<file path="src/rtl/sdram_port_arbiter_if.sv">
// Requester-side and controller-side valid/ready bundles
// used by the SDRAM port arbiter.
interface sdram_req_if;
   logic [24:0] addr;
   logic [31:0] din;
   logic [3:0]  wmask;
   logic        valid;
   logic [31:0] dout;
   logic        ready;

   modport master (
      output addr, din, wmask, valid,
      input  dout, ready
   );
   modport slave (
      input  addr, din, wmask, valid,
      output dout, ready
   );
endinterface

interface sdram_mem_if;
   logic [24:0] addr;
   logic [31:0] din;
   logic [3:0]  wmask;
   logic        valid;
   logic [31:0] dout;
   logic        ready;

   modport master (
      output addr, din, wmask, valid,
      input  dout, ready
   );
   modport slave (
      input  addr, din, wmask, valid,
      output dout, ready
   );
endinterface

</file>
<file path="src/rtl/sdram_port_arbiter.sv">
// Three-port round-robin front end that serialises
// requests onto a single valid/ready SDRAM controller.
module sdram_port_arbiter #(
   parameter int TIMEOUT_CYCLES = 4096,
   parameter int RESET_LAST     = 2
) (
   input  logic        clk,
   input  logic        reset,
   sdram_req_if.slave  p0,
   sdram_req_if.slave  p1,
   sdram_req_if.slave  p2,
   sdram_mem_if.master mem,
   output logic [1:0]  grant,
   output logic        err_timeout
);
   localparam int CW = $clog2(TIMEOUT_CYCLES + 1);
   localparam logic [CW-1:0] TMAX = CW'(TIMEOUT_CYCLES);

   typedef enum logic [1:0] {
      IDLE,
      BUSY,
      DONE
   } state_e;

   state_e        state_q, state_d;
   logic [1:0]    last_q, last_d;
   logic          armed_q, armed_d;
   logic [CW-1:0] cnt_q, cnt_d;
   logic          err_q, err_d;
   logic [1:0]    grant_q, grant_d;
   logic          mvalid_q, mvalid_d;
   logic [24:0]   maddr_q, maddr_d;
   logic [31:0]   mdin_q, mdin_d;
   logic [3:0]    mwmask_q, mwmask_d;
   logic [31:0]   dout_q [3];
   logic [31:0]   dout_d [3];
   logic [2:0]    rdy_q, rdy_d;

   logic [2:0]    req;
   logic [24:0]   addr_a [3];
   logic [31:0]   din_a [3];
   logic [3:0]    wmask_a [3];
   logic          hit;
   logic [1:0]    pick;
   logic          done_hit;

   assign req        = {p2.valid, p1.valid, p0.valid};
   assign addr_a[0]  = p0.addr;
   assign addr_a[1]  = p1.addr;
   assign addr_a[2]  = p2.addr;
   assign din_a[0]   = p0.din;
   assign din_a[1]   = p1.din;
   assign din_a[2]   = p2.din;
   assign wmask_a[0] = p0.wmask;
   assign wmask_a[1] = p1.wmask;
   assign wmask_a[2] = p2.wmask;

   // A ready seen before the first low sample is the init/stale level.
   assign done_hit = mem.ready & armed_q;

   always_comb begin
      hit  = 1'b0;
      pick = 2'd0;
      for (int k = 1; k <= 3; k++) begin
         if (!hit && req[(int'(last_q) + k) % 3]) begin
            hit  = 1'b1;
            pick = 2'((int'(last_q) + k) % 3);
         end
      end
   end

   always_ff @(posedge clk or posedge reset) begin
      if (reset) begin
         state_q  <= IDLE;
         last_q   <= 2'(RESET_LAST);
         armed_q  <= 1'b0;
         cnt_q    <= '0;
         err_q    <= 1'b0;
         grant_q  <= 2'd3;
         mvalid_q <= 1'b0;
         maddr_q  <= '0;
         mdin_q   <= '0;
         mwmask_q <= '0;
         dout_q   <= '{default: '0};
         rdy_q    <= '0;
      end else begin
         state_q  <= state_d;
         last_q   <= last_d;
         armed_q  <= armed_d;
         cnt_q    <= cnt_d;
         err_q    <= err_d;
         grant_q  <= grant_d;
         mvalid_q <= mvalid_d;
         maddr_q  <= maddr_d;
         mdin_q   <= mdin_d;
         mwmask_q <= mwmask_d;
         dout_q   <= dout_d;
         rdy_q    <= rdy_d;
      end
   end

   always_comb begin
      state_d = state_q;
      last_d  = last_q;
      armed_d = armed_q;
      cnt_d   = cnt_q;
      err_d   = err_q;
      unique case (state_q)
         IDLE: begin
            if (hit) begin
               state_d = BUSY;
               last_d  = pick;
               armed_d = 1'b0;
               cnt_d   = '0;
            end
         end
         BUSY: begin
            if (cnt_q != TMAX) cnt_d = cnt_q + 1'b1;
            if (cnt_d == TMAX) err_d = 1'b1;
            if (!mem.ready) armed_d = 1'b1;
            if (done_hit) state_d = DONE;
         end
         DONE: state_d = IDLE;
         default: state_d = IDLE;
      endcase
   end

   always_comb begin
      grant_d  = grant_q;
      mvalid_d = mvalid_q;
      maddr_d  = maddr_q;
      mdin_d   = mdin_q;
      mwmask_d = mwmask_q;
      dout_d   = dout_q;
      rdy_d    = '0;
      unique case (state_q)
         IDLE: begin
            grant_d  = 2'd3;
            mvalid_d = 1'b0;
            if (hit) begin
               grant_d  = pick;
               mvalid_d = 1'b1;
               for (int i = 0; i < 3; i++) begin
                  if (pick == 2'(i)) begin
                     maddr_d  = addr_a[i];
                     mdin_d   = din_a[i];
                     mwmask_d = wmask_a[i];
                  end
               end
            end
         end
         BUSY: begin
            if (done_hit) begin
               grant_d  = 2'd3;
               mvalid_d = 1'b0;
               for (int i = 0; i < 3; i++) begin
                  if (grant_q == 2'(i)) begin
                     dout_d[i] = mem.dout;
                     rdy_d[i]  = 1'b1;
                  end
               end
            end
         end
         default: ;
      endcase
   end

   assign mem.addr    = maddr_q;
   assign mem.din     = mdin_q;
   assign mem.wmask   = mwmask_q;
   assign mem.valid   = mvalid_q;
   assign p0.dout     = dout_q[0];
   assign p1.dout     = dout_q[1];
   assign p2.dout     = dout_q[2];
   assign p0.ready    = rdy_q[0];
   assign p1.ready    = rdy_q[1];
   assign p2.ready    = rdy_q[2];
   assign grant       = grant_q;
   assign err_timeout = err_q;
endmodule

</file>
<file path="src/flat_wrapper.sv">
// flat-port wrapper written by rule: the top's interface ports become plain ports
module sdram_port_arbiter_flat 
#(
   parameter int TIMEOUT_CYCLES = 4096,
   parameter int RESET_LAST     = 2
)
  (clk, reset, grant, err_timeout, p0_addr, p0_din, p0_wmask, p0_valid, p0_dout, p0_ready, p1_addr, p1_din, p1_wmask, p1_valid, p1_dout, p1_ready, p2_addr, p2_din, p2_wmask, p2_valid, p2_dout, p2_ready, mem_addr, mem_din, mem_wmask, mem_valid, mem_dout, mem_ready);
  sdram_req_if p0_i ();
  sdram_req_if p1_i ();
  sdram_req_if p2_i ();
  sdram_mem_if mem_i ();
  input  logic clk;
  input  logic reset;
  output logic [1:0] grant;
  output logic err_timeout;
  input wire logic [$bits(p0_i.addr)-1:0] p0_addr;
  input wire logic [$bits(p0_i.din)-1:0] p0_din;
  input wire logic [$bits(p0_i.wmask)-1:0] p0_wmask;
  input wire logic [$bits(p0_i.valid)-1:0] p0_valid;
  output wire logic [$bits(p0_i.dout)-1:0] p0_dout;
  output wire logic [$bits(p0_i.ready)-1:0] p0_ready;
  input wire logic [$bits(p1_i.addr)-1:0] p1_addr;
  input wire logic [$bits(p1_i.din)-1:0] p1_din;
  input wire logic [$bits(p1_i.wmask)-1:0] p1_wmask;
  input wire logic [$bits(p1_i.valid)-1:0] p1_valid;
  output wire logic [$bits(p1_i.dout)-1:0] p1_dout;
  output wire logic [$bits(p1_i.ready)-1:0] p1_ready;
  input wire logic [$bits(p2_i.addr)-1:0] p2_addr;
  input wire logic [$bits(p2_i.din)-1:0] p2_din;
  input wire logic [$bits(p2_i.wmask)-1:0] p2_wmask;
  input wire logic [$bits(p2_i.valid)-1:0] p2_valid;
  output wire logic [$bits(p2_i.dout)-1:0] p2_dout;
  output wire logic [$bits(p2_i.ready)-1:0] p2_ready;
  output wire logic [$bits(mem_i.addr)-1:0] mem_addr;
  output wire logic [$bits(mem_i.din)-1:0] mem_din;
  output wire logic [$bits(mem_i.wmask)-1:0] mem_wmask;
  output wire logic [$bits(mem_i.valid)-1:0] mem_valid;
  input wire logic [$bits(mem_i.dout)-1:0] mem_dout;
  input wire logic [$bits(mem_i.ready)-1:0] mem_ready;
  assign p0_i.addr = p0_addr;
  assign p0_i.din = p0_din;
  assign p0_i.wmask = p0_wmask;
  assign p0_i.valid = p0_valid;
  assign p0_dout = p0_i.dout;
  assign p0_ready = p0_i.ready;
  assign p1_i.addr = p1_addr;
  assign p1_i.din = p1_din;
  assign p1_i.wmask = p1_wmask;
  assign p1_i.valid = p1_valid;
  assign p1_dout = p1_i.dout;
  assign p1_ready = p1_i.ready;
  assign p2_i.addr = p2_addr;
  assign p2_i.din = p2_din;
  assign p2_i.wmask = p2_wmask;
  assign p2_i.valid = p2_valid;
  assign p2_dout = p2_i.dout;
  assign p2_ready = p2_i.ready;
  assign mem_addr = mem_i.addr;
  assign mem_din = mem_i.din;
  assign mem_wmask = mem_i.wmask;
  assign mem_valid = mem_i.valid;
  assign mem_i.dout = mem_dout;
  assign mem_i.ready = mem_ready;
  sdram_port_arbiter #(.TIMEOUT_CYCLES(TIMEOUT_CYCLES), .RESET_LAST(RESET_LAST)) u_core (.clk(clk), .reset(reset), .p0(p0_i), .p1(p1_i), .p2(p2_i), .mem(mem_i), .grant(grant), .err_timeout(err_timeout));
endmodule
</file>
<file path="config.mk">
export PLATFORM = sky130hd
export DESIGN_NAME = sdram_port_arbiter_flat
export DESIGN_NICKNAME = d
export VERILOG_FILES = /design/src/rtl/sdram_port_arbiter_if.sv /design/src/rtl/sdram_port_arbiter.sv /design/src/flat_wrapper.sv
export SDC_FILE = /design/constraint.sdc
export NUM_CORES = 1
export LEC_CHECK = 0
export ABC_AREA = 1
export BUFFER_PORTS_ARGS = -buffer_cell sky130_fd_sc_hd__buf_2
export CORE_AREA = 2 2 149 151
export CTS_CLUSTER_DIAMETER = 120
export CTS_CLUSTER_SIZE = 14
export DETAILED_ROUTE_END_ITERATION = 6
export DIE_AREA = 0 0 151 153
export PLACE_DENSITY = 0.72
export REMOVE_ABC_BUFFERS = 1
export SYNTH_ARGS = -nofsm -noshare
export SYNTH_HDL_FRONTEND = slang
export SYNTH_SLANG_ARGS = --single-unit
</file>
<file path="constraint.sdc">
create_clock -name clk -period 7.4 [get_ports clk]
set_clock_uncertainty 0.05 [all_clocks]
set_input_delay 1.48 -clock clk [delete_from_list [all_inputs] [get_ports clk]]
set_output_delay 1.48 -clock clk [all_outputs]
set_load 0.01 [all_outputs]
</file>
== Yosys cells after proc, flatten, opt, wreduce, memory -nomap -nowiden ==
Cells that the tools add are included.

* Bits in registers: 182
* Bits of input ports: 221
* Word-level logic and storage cells: 99

* $add $sub $neg: 4
* Div/mod/pow operators: 3
* Order comparisons: 3
* Equal/unequal tests: 10
* Muxes and demuxes: 45
* Bitwise gates (word level): 1
* Reduce and logical (&&, ||, !) cells: 19

{| class="wikitable"
|+ Operators by type and width
! kind !! number
|-
| $lt A32 B4 Y1 const B || 3
|-
| $mod A32 B3 Y32 const B || 3
|-
| $mux W32 || 3
|-
| $mux W25 || 3
|-
| $mux W13 || 3
|-
| $pmux W13 S2 || 1
|-
| $mux W1 || 16
|-
| $reduce_and A3 Y1 || 5
|-
| $mux W2 || 7
|-
| $add A13 B1 Y13 const B || 1
|-
| $eq A13 B13 Y1 const B || 1
|-
| $ne A13 B13 Y1 const B || 1
|-
| $mux W4 || 3
|-
| $reduce_and A2 Y1 || 5
|-
| $pmux W2 S2 || 2
|-
| $add A2 B2 Y3 const B || 2
|-
| $bmux W1 S2 || 3
|-
| $eq A2 B1 Y1 const B || 3
|-
| $logic_not A2 Y1 || 3
|-
| $mux W3 || 2
|-
| $eq A2 B2 Y1 const B || 2
|-
| $ne A2 B1 Y1 const B || 2
|-
| $pmux W1 S2 || 2
|-
| $add A2 B1 Y3 const B || 1
|-
| 6 further kinds || 8
|}

== Logic depth before layout (Yosys ltp) ==
* Word-level depth: 16
* Depth in mapped cells: 16

== Worst setup path after synthesis ==
No wires, ideal clock.

* Kind: input to register
* From: input port p2_valid
* To: register u_core.mdin_q[31], in the netlist u_core.mem.din[31]
* Setup time: 116 ps
* Arrival time: 2459 ps
* Required time: 7234 ps
* Path slack: 4774 ps
* Cell stages on the path: 12
* Buffers on the path: 1
* Cell sequence: inv_1 -> o21ai_1 -> nand2_1 -> nand2_1 -> nor2_2 -> nand2_1 -> nand2_4 -> inv_4 -> buf_6 -> nand3_1 -> nand2_1 -> nand2_1

* Longest elaborated chain between the ends: 13

{| class="wikitable"
|+ Ends and longest elaborated chain
! what !! line !! RTL
|-
| start: declaration || flat_wrapper.sv:31 || <nowiki>input wire logic [$bits(p2_i.valid)-1:0] p2_valid;</nowiki>
|-
| $bmux W1 S2 || sdram_port_arbiter.sv:65 || <nowiki>if (!hit && req[(int'(last_q) + k) % 3]) begin</nowiki>
|-
| $mux W1 (not written as such) (2 in series) || sdram_port_arbiter.sv:65 ||
|-
| $mux W1 || sdram_port_arbiter.sv:65 ||
|-
| $logic_not A1 Y1 || sdram_port_arbiter.sv:65 ||
|-
| $logic_and A1 B1 Y1 || sdram_port_arbiter.sv:65 ||
|-
| $mux W1 || sdram_port_arbiter.sv:65 ||
|-
| $logic_not A1 Y1 || sdram_port_arbiter.sv:65 ||
|-
| $logic_and A1 B1 Y1 || sdram_port_arbiter.sv:65 ||
|-
| $mux W2 || sdram_port_arbiter.sv:65 ||
|-
| $eq A2 B2 Y1, or another cell as far along || sdram_port_arbiter.sv:144 || <nowiki>if (pick == 2'(i)) begin</nowiki>
|-
| $reduce_bool A3 Y1 (no source line) / $mux W32 (equally long branches) || n/a ||
|-
| $reduce_and A3 Y1 (no source line) / $mux W32 (equally long branches) || n/a ||
|-
| end signal: assignment || sdram_port_arbiter.sv:95 || <nowiki>mdin_q <= mdin_d;</nowiki>
|-
| end: declaration || sdram_port_arbiter.sv:33 || <nowiki>logic [31:0] mdin_q, mdin_d;</nowiki>
|}

Several ways; a longest one is shown, not always the timed one. The select of a mux whose other input is x is not followed.
A chain may end at the register's enable or synchronous reset.

== Worst setup path in the final report ==
* From: input port p2_valid
* To: register u_core.mdin_q[9], in the netlist u_core.mem.din[9]

The elaborated chain is that of the path after synthesis.

==> results.cfg <==
[run_status]
status = finished clean

[clock_tree]
cts_sinks = 182
cts_root_buffer = clkbuf_16
path_clk_slew_ps = 80
post_cts_buffers = 0
insertion_delay_ps = 430
cts_buffer_depth = 2
htreeDepth = 4
ctsResizeCount = 0
postCtsHoldBufs = 0
cts_tree = built
cts_buffers = 17

[timing]
fin_crit_sh = 0.4731
slew_headroom = 0.2604
setup_violations = 0
period_needed_ps = 3501
holdWs_ps = 426.1
rsz0062_at_grt = false
hold_violations = 0
report.final.slew_viol_count = 0
tns_ps = 0
tightest_slew_ps = 1109
fmax_ghz = 0.2856

[final_layout]
fin_util = 0.5376
nNetsFinal = 1721
area_growth_pct = 28.62
drive_above_1_share = 0.2942
layout_commonest_cell = buf_2
mostFrequentLayoutCells = buf_2, nand2_1, nand3_1, dfrtp_1, inv_1

[logic_synthesis]
synth_xor_area_frac = 0.006826
syn_avg_cell_area_um2 = 7.736
ys_seq_elements = 182
synthAdderAreaFrac = 0.005573
yosysTopAreaCellShare = 0.4987
netlist_area_um2 = 8981
yosys_warnings = 0
synth-simple-area-share = 0.2806
muxShareOfSynthArea = 0
synth_cells = 1161
yosys.area.top_type = dfrtp_1
seq_area_frac_synth = 0.5075
synth_top_family_by_area = simple AND/OR/NAND/NOR gates
synthTopCellsByArea = dfrtp_1, nand2_1, nand3_1, o21ai_0, inv_1
synth_compound_area_frac = 0.1016
ys_types = 28

[floorplan]
start_util = 0.4180
core_um2 = 21490
die_w_um = 151
die-area_um2 = 23100
num_rows = 54
ios = 385
die_h_um = 153

[pwr]
vdd_drop_max_mv = 0.4616
p_total_uw = 5763
p_per_area_nw_per_um2 = 498.9
power.leakage_uw = 0.006616

[worst_setup_path]
r2r_end = u_core.mem.din[9]
arrival_ps = 3770
reg2reg_depth = 13
path_class = primary input to flop
rrSetupSlack_ps = 4280
startpoint_type = primary input
cp.required_ps = 7670
cp_max_fo = 63
reg2reg_from = u_core.last_q[1]
endpoint_kind = flop

[placement]
gp_congestion = 0.9053
port_buffers = 384
hpwl_um = 19840

[job]
maxCapViolCount = 0

[min_path]
worstHoldStart = u_core.mem.din[14]
hold_path_class = flop to flop
hold-path-endpoint = u_core.mem.din[14]
hold_depth = 2

[route]
num_vias = 9056
ant_nets = 0
drc = 0
drtPass1Iterations = 5
wl_um = 28430
drt_iter0_markers = 677
wire_per_inst_um = 15.86
vias_per_cell = 5.051

[grt]
grt_pass1_vias = 8769
grt_pass1_wl_um = 45820
grt_overflow_total = 0
grt_max_degree = 118
grt_use_total = 0.2489
antenna_found_initial = 4
-- worst max-delay path, stage by stage --
cell	delay [ps]
buf_2	110
inv_1	70
o21ai_1	180
nand2_1	130
nand2_1	100
nor2_2	50
nand2_1	100
nand2_4	400
inv_4	710
nand3_1	230
nand2_1	100
nand2_1	50
-- power breakdown --
group          total, uW  internal, uW  switching, uW
Combinational       3100          1030           2070
Clock                953           473            481
Sequential          1710          1460            250
-- worst max-delay path by stage --
stage	cells past startpoint	from	endpoint
2_1_floorplan	1	reset	u_core.armed_q
3_3_place_gp	12	p2_valid	u_core.mem.din[9]
3_5_place_dp	12	p2_valid	u_core.mem.din[9]
4_1_cts	12	p2_valid	u_core.mem.din[9]
5_1_grt	12	p2_valid	u_core.mem.din[9]
6_report	12	p2_valid	u_core.mem.din[9]
-- sequential cells by signal (all words and copies together), names as in the netlist --
name,count
u_core.cnt_q,13
u_core.p2.dout,32
u_core.p1.dout,32
u_core.mem.din,32
u_core.err_timeout,1
u_core.mem.addr,25
u_core.armed_q,1
u_core.state_q,2
u_core.grant,2
u_core.p0.dout,32
u_core.mem.wmask,4
u_core.rdy_q,3
u_core.last_q,2
u_core.mem.valid,1
-- routing by layer --
metal | global-route usage | part of all wire | up-vias
met5 | 0 | 0 | -
met4 | 0.09791 | 0.032 | 0
met3 | 0.06299 | 0.074 | 64
met2 | 0.3918 | 0.47 | 389
met1 | 0.3297 | 0.42 | 4206
li1 | - | - | 4397
-- cells in the mapped netlist --
library cell	count
and2_0	1
a31oi_1	1
clkbuf_1	11
nand2_1	341
buf_4	3
buf_2	53
o21ai_0	105
a21oi_1	67
nand2_4	1
dfstp_2	3
nand3_2	1
nand2_2	3
nand3_1	205
nor3_2	3
o22ai_1	3
inv_4	1
dfrtp_1	179
xor2_1	7
o21ai_1	3
inv_1	120
nor2_2	1
nand4_1	5
buf_6	6
a21boi_2	1
ha_1	4
nor2_1	24
nor3_1	2
inv_2	7
-- through the flow --
step	instance area [um2]	worst slack, ps	std cells
floorplan	8584	931.3	1088
global placement	10910	3569	1757
detailed placement	10910	3532	1757
CTS	11540	3985	1789
global route	11550	3715	1791
finish	11550	3899	1793
-- cells by family (layout without fill, tap and decap cells) --
family,Yosys count,after routing
adder cells (fa/ha/maj),4,4
AO/OA/AOI/OAI,180,180
other,0,4
buffers and inverters,201,549
flip-flops,182,182
XOR/XNOR,7,7
AND/OR/NAND/NOR,587,587
-- area by class of cell --
cell class / instances / area [um2]
fill: 2102 / 9935
tap: 280 / 350.3
timing repair buffer: 389 / 1959
multi-input combinational: 778 / 3551
sequential: 182 / 4558
inverter: 128 / 488.0
clock inverter: 15 / 209.0
antenna: 4 / 10.01
clock buffer: 17 / 425.4
Power figures use the tool's default switching activity.
